===== config.mk =====
export PLATFORM = sky130hd
export DESIGN_NAME = jtframe_objscan
export DESIGN_NICKNAME = d
export VERILOG_FILES = /design/src/rtl/jtframe_objscan.sv
export SDC_FILE = /design/constraint.sdc
export NUM_CORES = 1
export LEC_CHECK = 0
export BUFFER_PORTS_ARGS = -buffer_cell sky130_fd_sc_hd__buf_2
export CAP_MARGIN = 15
export CORE_MARGIN = 3
export CORE_UTILIZATION = 57
export CTS_CLUSTER_DIAMETER = 80
export DETAILED_ROUTE_END_ITERATION = 16
export GPL_ROUTABILITY_DRIVEN = 0
export HOLD_SLACK_MARGIN = 0.08
export PLACE_DENSITY = 0.85
export RECOVER_POWER = 25
export SYNTH_ARGS = -nofsm -noshare
export SYNTH_HDL_FRONTEND = slang
export SYNTH_SLANG_ARGS = --single-unit

===== constraint.sdc =====
create_clock -name clk -period 5.7 [get_ports clk]
set_input_delay 1.425 -clock clk [delete_from_list [all_inputs] [get_ports clk]]
set_output_delay 1.425 -clock clk [all_outputs]
set_load 0.01 [all_outputs]

===== src/rtl/jtframe_objscan.sv =====
// ============================================================================
//  Module      : jtframe_objscan
//  Description : Object-table scanner. On each hs rising edge it walks the
//                object RAM and issues one draw/busy handshaked request per
//                16x16 object that intersects the latched render line.
//  Revision    : 1.0 - initial release
// ============================================================================
`default_nettype none

module jtframe_objscan #(
  parameter int CW = 12,  // code width
  parameter int PW = 8,   // pixel width, palette is PW-4 bits
  parameter int OW = 7    // object index width
) (
  input  logic          clk,
  input  logic          rst_n,
  input  logic          hs_i,
  input  logic [8:0]    vrender_i,
  output logic [OW+1:0] ram_addr_o,
  input  logic [15:0]   ram_data_i,
  output logic          draw_o,
  input  logic          busy_i,
  output logic [CW-1:0] code_o,
  output logic [8:0]    xpos_o,
  output logic [3:0]    ysub_o,
  output logic          hflip_o,
  output logic          vflip_o,
  output logic [PW-5:0] pal_o,
  output logic          scan_done_o,
  output logic          overrun_o
);

  localparam logic [3:0] c_ST_IDLE  = 4'd0;
  localparam logic [3:0] c_ST_RDY   = 4'd1;
  localparam logic [3:0] c_ST_CHK   = 4'd2;
  localparam logic [3:0] c_ST_RD1   = 4'd3;
  localparam logic [3:0] c_ST_RD2   = 4'd4;
  localparam logic [3:0] c_ST_RD3   = 4'd5;
  localparam logic [3:0] c_ST_ISSUE = 4'd6;
  localparam logic [3:0] c_ST_HOLD  = 4'd7;
  localparam logic [3:0] c_ST_WAIT  = 4'd8;
  localparam logic [3:0] c_ST_DONE  = 4'd9;

  localparam logic [OW-1:0] c_IDX_ONE = {{(OW-1){1'b0}}, 1'b1};

  logic [3:0]    state_q, state_d;
  logic          hs_q, hs_prev_q;
  logic [OW-1:0] idx_q, idx_d;
  logic [8:0]    vl_q, vl_d;
  logic          pend_q, pend_d;
  logic [CW-1:0] code_q, code_d;
  logic [8:0]    xpos_q, xpos_d;
  logic [3:0]    ysub_q, ysub_d;
  logic          hflip_q, hflip_d;
  logic          vflip_q, vflip_d;
  logic [PW-5:0] pal_q, pal_d;

  logic          w_edge;
  logic          w_last;
  logic          w_visible;
  logic          w_busy_st;
  logic          w_scan_st;
  logic [8:0]    w_ydiff;
  logic          w_unused_data;

  // Word 0 is on ram_data_i while in CHK; the modulo-512 subtract handles
  // objects that straddle line 511/0.
  assign w_ydiff       = vl_q - ram_data_i[8:0];
  assign w_visible     = ram_data_i[15] && (w_ydiff[8:4] == 5'd0);
  assign w_edge        = hs_q & ~hs_prev_q;
  assign w_last        = &idx_q;
  assign w_busy_st     = (state_q == c_ST_ISSUE) || (state_q == c_ST_HOLD) ||
                         (state_q == c_ST_WAIT);
  assign w_scan_st     = (state_q != c_ST_IDLE) && (state_q != c_ST_DONE);
  assign w_unused_data = ^ram_data_i;

  // Registered hs edge detector: edge is acted on the clock after hs is seen high
  always_ff @(posedge clk or negedge rst_n) begin
    if (!rst_n) begin
      hs_q      <= 1'b0;
      hs_prev_q <= 1'b0;
    end else begin
      hs_q      <= hs_i;
      hs_prev_q <= hs_q;
    end
  end

  // State register
  always_ff @(posedge clk or negedge rst_n) begin
    if (!rst_n) begin
      state_q <= c_ST_IDLE;
    end else begin
      state_q <= state_d;
    end
  end

  // Next-state logic; an hs edge restarts the walk except while a request is out
  always_comb begin
    state_d = state_q;
    case (state_q)
      c_ST_IDLE:  if (w_edge) state_d = c_ST_RDY;
      c_ST_RDY:   state_d = w_edge ? c_ST_RDY : c_ST_CHK;
      c_ST_CHK: begin
        if (w_edge)         state_d = c_ST_RDY;
        else if (w_visible) state_d = c_ST_RD1;
        else if (w_last)    state_d = c_ST_DONE;
        else                state_d = c_ST_RDY;
      end
      c_ST_RD1:   state_d = w_edge ? c_ST_RDY : c_ST_RD2;
      c_ST_RD2:   state_d = w_edge ? c_ST_RDY : c_ST_RD3;
      c_ST_RD3:   state_d = w_edge ? c_ST_RDY : c_ST_ISSUE;
      c_ST_ISSUE: state_d = c_ST_HOLD;
      c_ST_HOLD:  state_d = c_ST_WAIT;
      c_ST_WAIT: begin
        if (!busy_i) begin
          if (pend_q || w_edge) state_d = c_ST_RDY;
          else if (w_last)      state_d = c_ST_DONE;
          else                  state_d = c_ST_RDY;
        end
      end
      c_ST_DONE:  state_d = w_edge ? c_ST_RDY : c_ST_IDLE;
      default:    state_d = c_ST_IDLE;
    endcase
  end

  // Datapath next values: index, latched line, pending restart and object fields
  always_comb begin
    idx_d   = idx_q;
    vl_d    = vl_q;
    pend_d  = pend_q;
    code_d  = code_q;
    xpos_d  = xpos_q;
    ysub_d  = ysub_q;
    hflip_d = hflip_q;
    vflip_d = vflip_q;
    pal_d   = pal_q;

    if (w_edge) begin
      vl_d = vrender_i;
      if (w_busy_st) pend_d = 1'b1;
      else           idx_d  = '0;
    end

    if (!w_edge) begin
      case (state_q)
        c_ST_CHK: begin
          if (w_visible)    ysub_d = w_ydiff[3:0];
          else if (!w_last) idx_d  = idx_q + c_IDX_ONE;
        end
        c_ST_RD1: code_d = ram_data_i[CW-1:0];
        c_ST_RD2: xpos_d = ram_data_i[8:0];
        c_ST_RD3: begin
          hflip_d = ram_data_i[15];
          vflip_d = ram_data_i[14];
          pal_d   = ram_data_i[PW-5:0];
        end
        default: ;
      endcase
    end

    // Leaving WAIT: a pending or simultaneous edge restarts from object 0
    if (state_q == c_ST_WAIT && !busy_i) begin
      if (pend_q || w_edge) begin
        idx_d  = '0;
        pend_d = 1'b0;
      end else if (!w_last) begin
        idx_d = idx_q + c_IDX_ONE;
      end
    end
  end

  // Datapath registers
  always_ff @(posedge clk or negedge rst_n) begin
    if (!rst_n) begin
      idx_q   <= '0;
      vl_q    <= '0;
      pend_q  <= 1'b0;
      code_q  <= '0;
      xpos_q  <= '0;
      ysub_q  <= '0;
      hflip_q <= 1'b0;
      vflip_q <= 1'b0;
      pal_q   <= '0;
    end else begin
      idx_q   <= idx_d;
      vl_q    <= vl_d;
      pend_q  <= pend_d;
      code_q  <= code_d;
      xpos_q  <= xpos_d;
      ysub_q  <= ysub_d;
      hflip_q <= hflip_d;
      vflip_q <= vflip_d;
      pal_q   <= pal_d;
    end
  end

  // Outputs; the RAM address runs one word ahead so each word lands the
  // clock after it is addressed (word 1 is fetched speculatively in CHK)
  always_comb begin
    ram_addr_o  = {idx_q, 2'd0};
    case (state_q)
      c_ST_CHK: ram_addr_o = {idx_q, 2'd1};
      c_ST_RD1: ram_addr_o = {idx_q, 2'd2};
      c_ST_RD2: ram_addr_o = {idx_q, 2'd3};
      default:  ram_addr_o = {idx_q, 2'd0};
    endcase
    draw_o      = (state_q == c_ST_ISSUE);
    scan_done_o = ~w_scan_st;
    overrun_o   = w_edge & w_scan_st;
  end

  assign code_o  = code_q;
  assign xpos_o  = xpos_q;
  assign ysub_o  = ysub_q;
  assign hflip_o = hflip_q;
  assign vflip_o = vflip_q;
  assign pal_o   = pal_q;

endmodule

`default_nettype wire


# Word-level counts from Yosys, hierarchy flattened
# Index checks and enable logic that the tools add are counted.
totals:
  ff_bits: 54
  inputBits: 29
  out_inout_bits: 43
  elab_cells: 73
classes:
  add_sub_neg: 2
  eq_ne: 12
  mux: 26
  bitwise: 5
  reduce_logical: 16
ops:
  columns: ["operator", "n"]
  rows:
  - ["7-bit two-way mux", 9]
  - ["4-bit case mux with 10 select lines", 1]
  - ["4-bit two-way mux", 6]
  - ["4-bit by 3-bit equality test with 1-bit output, second input constant", 4]
  - ["3-bit two-way mux", 3]
  - ["9-bit subtractor", 1]
  - ["4-bit by 2-bit equality test with 1-bit output, second input constant", 2]
  - ["4-bit equality test, second input constant", 2]
  - ["2-bit AND reduction", 4]
  - ["7-bit by 1-bit adder with 7-bit output, second input constant", 1]
  - ["7-bit AND reduction", 1]
  - ["2-bit case mux with 3 select lines", 1]
  - ["5-bit logical NOT", 1]
  - ["1-bit two-way mux", 5]
  - ["4-bit by 1-bit equality test with 1-bit output, second input constant", 1]
  - ["4-bit logical NOT", 1]
  - ["2-bit != test, second input constant", 2]
  - ["4-bit != test, second input constant", 1]
  - ["4-bit nonzero test", 1]
  - ["1-bit logical AND", 3]
  - ["1-bit logical OR", 3]
  - ["1-bit NOT", 3]
  - ["3-bit AND reduction", 1]
  - ["1-bit AND", 2]
  - ["2 further kinds", 2]

# Longest topological paths before layout
# Gate-level depths: netlist (run 1).
logic_depth:
  ltp_word: 12
  mapped_depth: 11
  mapped_depth_nobuf: 10

# Worst setup path before layout (run 1)
# OpenSTA, ideal clock, no wires.
synth_timing:
  path_type: "input to register"
  from: "in ram_data_i[0]"
  to: "reg ysub_q[2], in the netlist ysub_o[2]"
  setup_time_ps: 125
  arrival_ps: 3475
  required_ps: 5575
  slack_ps: 2100
  cell_stages: 10
  path_buffers: 1
  path_cell_list: "ha_1 > fa_1 > nand2b_1 > a21oi_1 > nand3_1 > mux2i_1 > nor4_1 > and2_1 > buf_2 > mux2_2"
synth_via:
  elab_chain_len: 4
synth_rtl:
  columns: ["item", "line", "source"]
  rows:
  - ["start, declared", "20", "input logic [15:0] ram_data_i,"]
  - ["9-bit subtractor *", "68", "assign w_ydiff = vl_q - ram_data_i[8:0];"]
  - ["5-bit logical NOT", "69", "assign w_visible = ram_data_i[15] && (w_ydiff[8:4] == 5'd0);"]
  - ["1-bit logical AND", "69", null]
  - ["3-bit AND reduction (no line)", null, null]
  - ["end signal, assigned", "190", "ysub_q <= ysub_d;"]
  - ["end, declared", "53", "logic [3:0] ysub_q, ysub_d;"]
# Mark *: on every way between the ends. The rest lies on a longest branch, timed or not.
# A chain may end at the register's enable or synchronous reset.

# Worst setup path in the final report (run 1)
# Ends and elaborated chain as after synthesis.

==> summary.txt, run 1 <==
Run status
  – Outcome: finished, violations left
  – Failing checks: capacitance limit, slew limit

Finish
  – Most common cell after layout, fill and taps aside: buf_2
  – Sequential cell area: 1350 um^2
  – Fillers: 390
  – Most frequent cells in the layout: 69 x buf_2, 54 x dfrtp_1, 43 x nand2_1
  – Final net count: 402
  – Multi-input logic area: 1410 um^2
  – Share of cells above drive strength 1: 0.285
  – Post-route cell area: 3340 um^2
  – Final core occ: 0.698
  – Ant. Diodes: 0
  – Area grow syn2layout: 16.4%

Clocking
  – CTS tree: done
  – CTS HTree Levels: 2
  – # resized after CTS: 0
  – Hold buffer count at CTS: 0
  – CTS Buffer Depth: 2
  – Clock latency on the worst-skew pair: 0.31 ns
  – Post-CTS Setup Bufs: 0
  – Sink Count: 54
  – TritonCTS buffer count: 5
  – Clock slew at reported path FFs: 0.09 ns
  – Clk root buf: clkbuf_8

Timing
  – Worst slew pin tran: 2.83 ns
  – Final Hold Fails: 0
  – Worst hold slack: 0.396 ns
  – Min Tclk post-route: 3.89 ns
  – Sum Neg Setup Slack: 0 ns
  – Max-slew violations: 55
  – RSZ-0062 raised after global routing: false
  – Max-slew headroom: -0.884
  – Max Fclk: 0.257 GHz
  – Final worst-path cycle share: 0.682
  – Final setup vio count: 0
  – Clock Skews: 0.0106 ns

GRT
  – GRT Resource Usage Total: 0.220
  – Pin count of the biggest net entering global routing: 55
  – Initial antenna violation count: 0
  – Global-route wire length before repair: 10600 um
  – Grt total ovfl: 0
  – Vias in the first global route: 2382

Pwr
  – Internal power: 859 uW
  – Power Density: 411 nW/um^2
  – Power share of the combinational group: 0.396
  – P_sw: 514 uW
  – Sequential share of power: 0.450
  – Clock power share: 0.154
  – Sw frac: 0.374
  – Peak supply drop: 0.000274 V
  – P_leak: 0.00163 uW

Placement
  – Port Buffers: 69
  – Post-detail-place hpwl: 4680 um
  – Post-Place Cell Area: 3260 um^2

Die
  – Die Wd: 77.0 um
  – Top Ports: 72
  – Die ar.: 5930 um^2
  – Die H: 77.0 um
  – Row cnt: 25
  – Starting Density: 0.600
  – Core Region: 4790 um^2

Routing
  – Via count: 2455
  – Total routed wirelength: 6410 um
  – DR pass1 iterations: 4
  – Vias per cell: 5.72
  – Drc violations: 0
  – Drt wl/cell: 14.9 um
  – ANT nets after route: 0
  – DRT iter0 DRCs: 137

Setup path
  – Setup crit end kind: register
  – Setup crit start kind: primary input
  – CP Data Required Time: 5.90 ns
  – Worst EP arrival: 4.09 ns
  – CP max FO: 11
  – WS Path Type: primary input to register

Job
  – Max Cap Violations: 1

Synth
  – Syn_nets: 337
  – Sequential share of the synthesized area: 0.471
  – Yosys reg bits: 54
  – Synth Instances: 298
  – Asr flop ratio synth: 1.00
  – Ys flop type: dfrtp_1
  – Yosys cell types: 44
  – Number of synthesized flops with an enable pin: 0
  – Synth Cell Area: 2870 um^2
  – Synthesized area per cell: 9.64 um^2
  – YS warnings: 0

Worst hold path
  – Hold WC Path Type: register to register
[critical path: stages]
cell and delay (ns):
buf_2 0.12, ha_1 0.23, fa_1 0.41, nand2b_1 0.19, a21oi_1 0.28, nand3_1 0.14
mux2i_1 0.13, nor4_1 0.26, buf_4 0.24, and2_1 0.28, mux2_2 0.37
[worst paths after layout]
check	depth (start not counted)	slack (ns)	end	start
max	11	1.81	ysub_o[2]$_DFFE_PN0P_	ram_data_i[0]
min	0	0.40	hs_prev_q$_DFF_PN0_	hs_q$_DFF_PN0_
max reg2reg	11	2.66	ysub_o[2]$_DFFE_PN0P_	vl_q[0]$_DFFE_PN0P_
min reg2reg	0	0.40	hs_prev_q$_DFF_PN0_	hs_q$_DFF_PN0_
max in group asynchronous	2	1.99	pal_o[0]$_DFFE_PN0P_	rst_n
min in group asynchronous	2	2.10	xpos_o[2]$_DFFE_PN0P_	rst_n
[sequential cells by signal, summed over array words and instances, names as in the netlist]
name and count:
pend_q 1, vflip_o 1, ysub_o 4, pal_o 4
code_o 12, hs_prev_q 1, vl_q 9, xpos_o 9
state_q 4, hflip_o 1, hs_q 1, idx_q 7
[cells in the mapped netlist, types with 2 or more instances]
library cell,instances,area [um^2]
mux2i_1,3,30.0
nor4_1,3,18.8
xor2_1,4,35.0
nor2b_1,3,18.8
and3_1,6,37.5
a22oi_1,2,15.0
o22ai_1,2,12.5
o21ai_0,21,105
a311o_1,2,20.0
nand3_1,10,50.1
nor3_1,8,40.0
a21boi_0,2,15.0
nor2_2,2,12.5
nand2_1,43,161
a32o_1,2,20.0
a21oi_1,16,80.1
and2_1,2,12.5
o2111ai_1,2,17.5
o31a_1,2,17.5
mux2_2,19,214
nor2_1,24,90.1
dfrtp_1,54,1350
o211a_1,2,20.0
or3_1,2,12.5
nor4b_1,2,17.5
nand2b_1,5,31.3
nand4_1,2,12.5
ha_1,9,113
xnor2_1,4,35.0
clkbuf_1,11,41.3
o21a_1,3,22.5
inv_1,12,45.0
buf_2,3,15.0
[power by group through the flow]
stage / registers, uW / clock network, uW / logic [uW]
5_1_grt: 639 / 231 / 599
2_1_floorplan: 633 / 0 / 338
3_5_place_dp: 626 / 0 / 547
4_1_cts: 617 / 215 / 548
3_3_place_gp: 616 / 0 / 527
6_report: 619 / 212 / 543
[per-stage QoR]
step	power [uW]	setup slack, ns	cells
after floorplan	971	2.10	298
after global placement	1140	1.57	423
after detailed placement	1170	1.55	423
after CTS	1380	1.87	429
after global routing	1470	1.43	429
final	1370	1.81	429
[area by class of cell]
class,count,area share
sequential,54,0.404
tap,67,0.0251
timing repair buffer,73,0.111
multi-input combinational,217,0.421
clock buffer,6,0.0247
inverter,12,0.0135
[layer usage]
| layer | vias up | routed length, um | track usage |
|---|---|---|---|
| li1 | 1173 | - | - |
| met1 | 1195 | 2720 | 0.262 |
| met2 | 81 | 3260 | 0.379 |
| met3 | 6 | 367 | 0.0528 |
| met4 | 0 | 59 | 0.0943 |
| met5 | - | 0 | 0 |
[cells by family (layout without fill, tap and decap cells)]
family | count (synthesis) | count (layout) | synth area share
AND/OR/NAND/NOR | 116 | 116 | 0.199
AO/OA/AOI/OAI | 61 | 61 | 0.136
flip-flops | 54 | 54 | 0.471
buffers and inverters | 27 | 91 | 0.0392
multiplexers | 22 | 22 | 0.0850
adder cells (fa/ha/maj) | 10 | 10 | 0.0462
XOR/XNOR | 8 | 8 | 0.0244
(Power assumes the default switching activity.)
==> inputs of run 2 (changes only) <==
--- a/config.mk
+++ b/config.mk
@@ -8,12 +8,12 @@
 export BUFFER_PORTS_ARGS = -buffer_cell sky130_fd_sc_hd__buf_2
 export CAP_MARGIN = 15
 export CORE_MARGIN = 3
-export CORE_UTILIZATION = 57
+export CORE_UTILIZATION = 53
 export CTS_CLUSTER_DIAMETER = 80
 export DETAILED_ROUTE_END_ITERATION = 16
 export GPL_ROUTABILITY_DRIVEN = 0
 export HOLD_SLACK_MARGIN = 0.08
-export PLACE_DENSITY = 0.85
+export PLACE_DENSITY = 0.8
 export RECOVER_POWER = 25
 export SYNTH_ARGS = -nofsm -noshare
 export SYNTH_HDL_FRONTEND = slang
==> constraint.sdc (replaced) <==
create_clock -name clk -period 3.7 [get_ports clk]
set_input_delay 0.925 -clock clk [delete_from_list [all_inputs] [get_ports clk]]
set_output_delay 0.925 -clock clk [all_outputs]
set_load 0.01 [all_outputs]
==> run 2 against run 1 <==
Effect of this change:
- the run still ends with capacitance limit, slew limit left
- total power is 54% higher
- final area is 0.45% higher
- clock skew is 0.0047 ns lower
- sequential power is 54% higher
- highest routed layer unchanged
- first-iteration DRC count is 17% lower
- wire length is 5.1% lower
- flip-flop and latch count stayed put
- worst setup slack worse by 1.3 ns
- combinational power is 53% higher
- clock-buffer cell count stayed put
==> summary.txt, run 2 (synthesized netlist as in run 1, its figures left out) <==
Setup path
  – WS Path Type: primary input to register
  – Setup crit end kind: register
  – Setup crit start kind: primary input
  – CP max FO: 4
  – CP Data Required Time: 3.90 ns
  – Worst EP arrival: 3.41 ns

Finish
  – Most common cell after layout, fill and taps aside: buf_2
  – Area grow syn2layout: 16.9%
  – Most frequent cells in the layout: 68 x buf_2, 54 x dfrtp_1, 43 x nand2_1
  – Final net count: 402
  – Max reg flops: 12
  – Final core occ: 0.649
  – Ant. Diodes: 0
  – Share of cells above drive strength 1: 0.286

Pwr
  – P_leak: 0.00163 uW
  – Peak supply drop: 0.000306 V
  – Power Density: 631 nW/um^2

Die
  – Die ar.: 6340 um^2
  – Die Wd: 79.6 um
  – Core Region: 5170 um^2
  – Starting Density: 0.555
  – Top Ports: 72
  – Row cnt: 26
  – Die H: 79.6 um

Worst hold path
  – Hold WC Path Type: register to register

Routing
  – Via count: 2372
  – Drt wl/cell: 14.0 um
  – Drc violations: 0
  – DR pass1 iterations: 4
  – Vias per cell: 5.47
  – ANT nets after route: 0
  – DRT iter0 DRCs: 114
  – Total routed wirelength: 6080 um

Run status
  – Failing checks: capacitance limit, slew limit
  – Outcome: finished, violations left

Clocking
  – Clock slew at reported path FFs: 0.09 ns
  – CTS tree: done
  – Post-CTS Setup Bufs: 0
  – Sink Count: 54
  – Clock latency on the worst-skew pair: 0.30 ns
  – Clk root buf: clkbuf_8
  – Hold buffer count at CTS: 0
  – CTS HTree Levels: 2
  – TritonCTS buffer count: 5
  – CTS Buffer Depth: 2
  – # resized after CTS: 0

Timing
  – Worst slew pin tran: 1.85 ns
  – Final Hold Fails: 0
  – Sum Neg Setup Slack: 0 ns
  – Max Fclk: 0.311 GHz
  – Max-slew violations: 36
  – Final setup vio count: 0
  – Final worst-path cycle share: 0.868
  – Clock Skews: 0.00590 ns
  – Max-slew headroom: -0.234
  – RSZ-0062 raised after global routing: false
  – Final worst slack: 0.489 ns
  – Min Tclk post-route: 3.21 ns

GRT
  – Initial antenna violation count: 0
  – GRT Resource Usage Total: 0.197
  – Global-route wire length before repair: 9980 um
  – Vias in the first global route: 2196
  – Pin count of the biggest net entering global routing: 36
  – Grt total ovfl: 0

Job
  – Max Cap Violations: 1

Placement
  – Worst slack, placed: 0.180 ns
  – Port Buffers: 69
  – Post-detail-place hpwl: 4570 um
[run 2: cell count changes in the layout (fill, tap and decap cells not counted)]
| cell | change |
|---|---|
| buf_2 | -1 |
| clkbuf_1 | +1 |
| clkinvlp_4 | +1 |
| clkinv_2 | +1 |
[run 2: power breakdown]
| group | internal, uW | switching, uW |
|---|---|---|
| Sequential | 786 | 167 |
| Clock | 151 | 186 |
| Combinational | 393 | 438 |
| Total | 1330 | 791 |
[run 2: critical path, stage by stage]
cell and delay (ns):
buf_2 0.12, ha_1 0.23, fa_1 0.40, nand2b_1 0.19, a21oi_1 0.26, nand3_1 0.14, mux2i_1 0.13, nor4_1 0.34
and2_1 0.30, mux2_2 0.36
[run 2: layout make-up]
class,instances,area [um^2]
well taps,70,87.6
inverters,12,45.0
multi-input cells,217,1410
repair buffers,73,370
clock buffers,6,82.6
clock inverters,2,12.5
flip-flops and latches,54,1350
fillers,424,1820
[run 2: path summary, 6_finish.rpt]
path	start	cells past startpoint	slack, ns	to
worst max-delay path	ram_data_i[0]	10	0.49	ysub_o[2]$_DFFE_PN0P_
worst min-delay path	hs_q$_DFF_PN0_	0	0.41	hs_prev_q$_DFF_PN0_
worst max register to register	vl_q[0]$_DFFE_PN0P_	10	0.88	ysub_o[2]$_DFFE_PN0P_
worst min register to register	hs_q$_DFF_PN0_	0	0.41	hs_prev_q$_DFF_PN0_
max in group asynchronous	rst_n	2	1.48	vl_q[5]$_DFFE_PN0P_
min in group asynchronous	rst_n	1	1.12	code_o[1]$_DFFE_PN0P_
[run 2: stage by stage]
| stage | area (um^2) | hold slack [ns] | total power, uW | cells |
|---|---|---|---|---|
| finish | 3360 | 0.408 | 2120 | 434 |
| global route | 3360 | 0.433 | 2280 | 434 |
| CTS | 3360 | 0.409 | 2140 | 434 |
| detailed placement | 3270 | 0.387 | 1800 | 426 |
| global placement | 3270 | 0.379 | 1760 | 426 |
| floorplan | 2870 | 0.368 | 1500 | 298 |
[run 2: layer usage]
layer  vias to the layer above  global-route usage  share of wire
li1                       1178                   -              -
met1                      1127               0.260           0.43
met2                        64               0.346           0.51
met3                         3              0.0282          0.053
met4                         0              0.0412         0.0036
met5                         -                   0              0
